$ cat src/rtl/pc_gen.sv
// Program-counter generator: BOOT/RUN/STALL sequencer driving a valid/ready fetch request.
// Optional macro PC_EXC_EN adds the exc_valid port and the EXC_VECTOR redirect.
module pc_gen #(
    parameter int unsigned ADDR_WIDTH   = 32,
    parameter logic [31:0] RESET_VECTOR = 32'h0000_0000,
    parameter int unsigned PC_STEP      = 4,
    parameter logic [31:0] EXC_VECTOR   = 32'h0000_0380
) (
    input  logic                  clk,
    input  logic                  rst,
    input  logic                  stall,
    input  logic                  br_valid,
    input  logic [ADDR_WIDTH-1:0] br_target,
`ifdef PC_EXC_EN
    input  logic                  exc_valid,
`endif
    input  logic                  fetch_ready,
    output logic                  fetch_valid,
    output logic [ADDR_WIDTH-1:0] pc
);

    localparam logic [ADDR_WIDTH-1:0] RST_PC  = ADDR_WIDTH'(RESET_VECTOR);
    localparam logic [ADDR_WIDTH-1:0] EXC_PC  = ADDR_WIDTH'(EXC_VECTOR);
    localparam logic [ADDR_WIDTH-1:0] STEP_PC = ADDR_WIDTH'(PC_STEP);

    typedef enum logic [1:0] {
        BOOT  = 2'd0,
        RUN   = 2'd1,
        STALL = 2'd2
    } state_t;

    state_t                  state_q;
    state_t                  state_d;
    logic [ADDR_WIDTH-1:0]   pc_d;
    logic                    exc_req;
    logic                    handshake;

    // Exception request is a constant zero when the feature is compiled out.
`ifdef PC_EXC_EN
    assign exc_req = exc_valid;
`else
    assign exc_req = 1'b0;
`endif

    assign handshake = fetch_valid & fetch_ready;

    // Next-state and next-pc: redirects never affect sequencing, only stall does.
    always_comb begin
        state_d = state_q;
        pc_d    = pc;
        case (state_q)
            BOOT:    state_d = stall ? STALL : RUN;
            RUN:     state_d = stall ? STALL : RUN;
            STALL:   state_d = stall ? STALL : RUN;
            default: state_d = BOOT;
        endcase
        if (exc_req) begin
            pc_d = EXC_PC;
        end else if (br_valid) begin
            pc_d = br_target;
        end else if (handshake) begin
            pc_d = pc + STEP_PC;
        end
    end

    always_ff @(posedge clk) begin
        if (rst) begin
            state_q     <= BOOT;
            pc          <= RST_PC;
            fetch_valid <= 1'b0;
        end else begin
            state_q     <= state_d;
            pc          <= pc_d;
            fetch_valid <= (state_d == RUN);
        end
    end

endmodule

$ cat config.mk
export PLATFORM = sky130hd
export DESIGN_NAME = pc_gen
export DESIGN_NICKNAME = d
export VERILOG_FILES = /design/src/rtl/pc_gen.sv
export SDC_FILE = /design/constraint.sdc
export NUM_CORES = 1
export LEC_CHECK = 0
export BUFFER_PORTS_ARGS = -buffer_cell sky130_fd_sc_hd__buf_2
export CAP_MARGIN = 20
export CORE_MARGIN = 1.5
export CORE_UTILIZATION = 35
export DETAILED_ROUTE_END_ITERATION = 10
export GPL_TIMING_DRIVEN = 0
export HOLD_SLACK_MARGIN = 0.12
export RECOVER_POWER = 25
export SLEW_MARGIN = 20
export SYNTH_ARGS = -nofsm -noshare
export SYNTH_HDL_FRONTEND = slang
export SYNTH_SLANG_ARGS = --single-unit
export TNS_END_PERCENT = 5
$ cat constraint.sdc
create_clock -name clk -period 2.05 [get_ports clk]
set_input_delay 0.615 -clock clk [delete_from_list [all_inputs] [get_ports clk]]
set_output_delay 0.615 -clock clk [all_outputs]
set_load 0.01 [all_outputs]
# Word-level counts from Yosys, hierarchy flattened
# Cells that the tools add are included.
# word_totals
elab_cells,15
register_bits,35
output_inout_bits,33
in_bits,37
# classes
eq_ne,3
n_addsub,1
bitwise,1
n_reduce_logical,3
muxes,4
# op_table
operator,count
$mux 32,2
$add 32x3->32 const B,1
$eq 2x1->1 const B,2
$mux 2,2
$reduce_or 3->1,1
$eq 2x2->1 const B,1
$logic_not 2->1,1
$reduce_bool 2->1,1
$and 1x1->1,1

# Depth between registers and ports, before layout
# logic_depth
depth_word,4
ltp_mapped,6
mapped_depth_nobuf,5

# Worst setup path after synthesis
# OpenSTA, ideal clock, no wires.
# synth_path
path_type,input-to-reg
from,in fetch_ready
to,reg pc[22]
setup_ps,91
path_buffers,1
t_arrival_ps,1733
setup_slack_ps,226
path_stages,5
required_ps,1959
path_cell_list,and3_1 buf_2 nand2_1 or4_1 a311oi_1
# synth_via
elab_chain_len,2
# synth_rtl
element,line,source
"start, declared",17,"input logic fetch_ready,"
$and 1x1->1,45,assign handshake = fetch_valid & fetch_ready;
$reduce_bool 2->1 (no source line),n/a,
"end signal, assigned",73,pc <= pc_d;
"end, declared",19,output logic [ADDR_WIDTH-1:0] pc
# No other way between the ends.
# A chain may end at the register's enable or synchronous reset.

# Worst setup path in the final report
# layout_path
from,reg pc[11]
to,reg pc[29]
# layout_via
elab_chain_len,3
# layout_rtl
element,line,source
$add 32x3->32,62,pc_d = pc + STEP_PC;
$mux 32,61,end else if (handshake) begin
$mux 32,59,end else if (br_valid) begin
# No other way between the ends. The select of a mux whose other input is x is not followed.

==> impl_metrics.ini <==
[worst_setup_path]
r2r_end = pc[29]
r2r_setup_slack_ns = 0.06
r2r_cells = 4
crit_chain = nand4_1 > or4_4 > or4_1 > nand3_1
cp_top_family = simple AND/OR/NAND/NOR gates
arrival_ns = 2.22
startpoint_type = flip-flop
cp.depth = 4
worstSetupEndpointType = flip-flop
r2r_start = pc[11]
path_max_fanout = 7
worstPathRequired_ns = 2.28
max_stage_delay_ns = 0.65
path_class = reg2reg
path_buf_inv = 0
crit_slowest_cell = or4_4

[routing]
drc = 0
drt-initial-drc-count = 133
postRouteAntennaNets = 0
vias = 2074
wirelength_um = 5880
dr.pass1.iters = 6
via_per_inst = 5.58
wl_per_cell_um = 15.8

[floorplanning]
num_rows = 26
die_w_um = 76.7
coreArea_um2 = 5170
io_pins = 70
die-height_um = 76.7
initial_core_util_pct = 36.8
die_area_um2 = 5890

[yosys]
synthArstFlopShare_pct = 0
synth_ff_type = dfxtp_1
yosys_warnings = 0
ys_ff_latch = 34
seq_area_frac_synth_pct = 35.8
yosys-top-cells-area = dfxtp_1, a211oi_1, nor2_1
synth_top_area_share_pct = 35.8
syn_inst = 227
synth_fp_nets = 265
synth_top_area_cell = dfxtp_1
synth_edf_count = 0
syn-cell-area_um2 = 1900
ys_types = 38
syn_area_per_cell_um2 = 8.38

[final_layout]
final_net_count = 340
multiInputGateArea_um2 = 1150
antenna_cells = 0
regArea_um2 = 682
final_common_cell = buf_2
syn_to_final_growth_pct = 28.4
num-fill-cells = 554
drive_above_1_share_pct = 25.2
final_cell_mix = buf_2, dfxtp_1, nor2_1

[clock_tree]
cts_tree = built
cts_buffer_depth = 2
hold_buffers = 0
clock-sinks = 34
htree_levels = 2
post-cts-setup-buffers = 0
numCtsBuffers = 5
clk_pin_slew_worst_paths_ns = 0.07
insertion_delay_ns = 0.29
clockRootBuffer = clkbuf_8

[pwr]
p_leak_nw = 0.962
vdd.ir_drop.worst_mv = 0.314
cellPowerDensity_nw_per_um2 = 677

[grt]
grt_pass1_wl_um = 9490
grt_antenna_before_repair = 0
grt-ovfl-total = 0
grt_max_degree = 11
grt_use_total_pct = 20.2
grt_pass1_vias = 1903

[place]
gp_congestion = 0.798
preCtsSetupSlack_ns = -0.335
portBuffers = 68
dp_hpwl_um = 4240

[timing]
fmax_mhz = 502
rsz0062_at_grt = true
slew_headroom_pct = 63.7
finalMaxSlewViolations = 0
hold_viol = 0
fin_crit_sh_pct = 97.2
period_needed_ns = 1.99
tightest_slew_ns = 0.545
finalWorstSetupSlack_ns = 0.0566
fin_skew_ns = 0.00835
setup_viol = 0
holdWs_ns = 0.430

[run]
max_cap_viol_count = 0

[worst_hold_path]
holdPathEnd = state_q[0]
whs_path_depth = 1
min_from = state_q[1]
hold_path_class = reg2reg

[outcome]
outcome = completed
## power by group
group	internal, W	total (W)	leakage, nW	switching [W]
registers	0.000709	0.000775	0.283	0.0000660
clock network	0.000389	0.000644	0.0573	0.000254
logic	0.000106	0.000235	0.622	0.000129
total	0.00120	0.00165	0.962	0.000450
## timing repair
item,4_1_cts,5_1_grt
cloned,0,0
gates resized for setup,1,6
endpoints found under the setup margin,6,8
pin swaps,0,1
## sequential cells by signal (all words and copies together), names as in the netlist
register	cells
pc	32
state_q	2
## routing by layer
layer / global-route usage [%] / vias to the layer above / wire, µm
met1: 26.8 / 961 / 2810
met4: 6.30 / 0 / 59
li1: - / 1038 / -
met2: 32.4 / 70 / 2630
met3: 4.76 / 5 / 384
met5: 0 / - / 0
## worst max path at each step
| stage | startpoint | to | slack, ns |
|---|---|---|---|
| after floorplan | fetch_ready | pc[22] | 0.23 |
| after global placement | br_valid | pc[15] | -0.29 |
| after detailed placement | br_valid | pc[13] | -0.33 |
| after CTS | pc[2] | pc[20] | 0.04 |
| after global routing | pc[7] | pc[26] | -0.04 |
| final | pc[11] | pc[29] | 0.06 |
## cell type report
type                            count  area share [%]
Inverter                            6           0.922
Clock inverter                      1            1.23
Clock buffer                        6            3.38
Buffer                             14            2.66
Multi-Input combinational cell    173            47.0
Timing Repair Buffer               68            13.3
Tap cell                           70            3.58
Sequential cell                    34            27.9
## cells by family after synthesis
family | Yosys count | synth area share [%]
AND/OR/NAND/NOR | 109 | 33.1
AO/OA/AOI/OAI | 48 | 19.0
flip-flops | 34 | 35.8
buffers and inverters | 20 | 4.47
XOR/XNOR | 13 | 5.98
multiplexers | 2 | 1.05
adder cells (fa/ha/maj) | 1 | 0.657
## Yosys cell counts, drive strengths merged (2+ instances only)
library cell  count
a211oi           15
a311oi            8
a32oi             4
and3              7
and4              8
buf               6
clkbuf            8
dfxtp            34
inv               6
mux2i             2
nand2            16
nand3            13
nand4            14
nor2             22
nor3              4
nor4              9
o21ai             7
o31ai             7
or3               4
or4              10
xnor2             7
xor2              6
## stage by stage
| step | util [%] | cell area [µm²] | total power, W | setup TNS (ns) | std cells |
|---|---|---|---|---|---|
| 3_3_place_gp | 45.1 | 2330 | 0.00102 | -4.84 | 365 |
| 5_1_grt | 47.2 | 2440 | 0.00173 | -0.115 | 372 |
| 4_1_cts | 47.3 | 2440 | 0.00167 | 0 | 372 |
| 2_1_floorplan | - | 1900 | 0.000904 | 0 | 227 |
| 3_5_place_dp | 45.1 | 2330 | 0.00103 | -5.44 | 365 |
| 6_report | 47.2 | 2440 | 0.00165 | 0 | 372 |
## worst reg2reg max path, delay by kind of cell, from the launching register on
family           cells  cell delay [ns]
flip-flops           1             0.45
AND/OR/NAND/NOR      4             1.48
No activity file was read; power rests on OpenSTA's default activity.
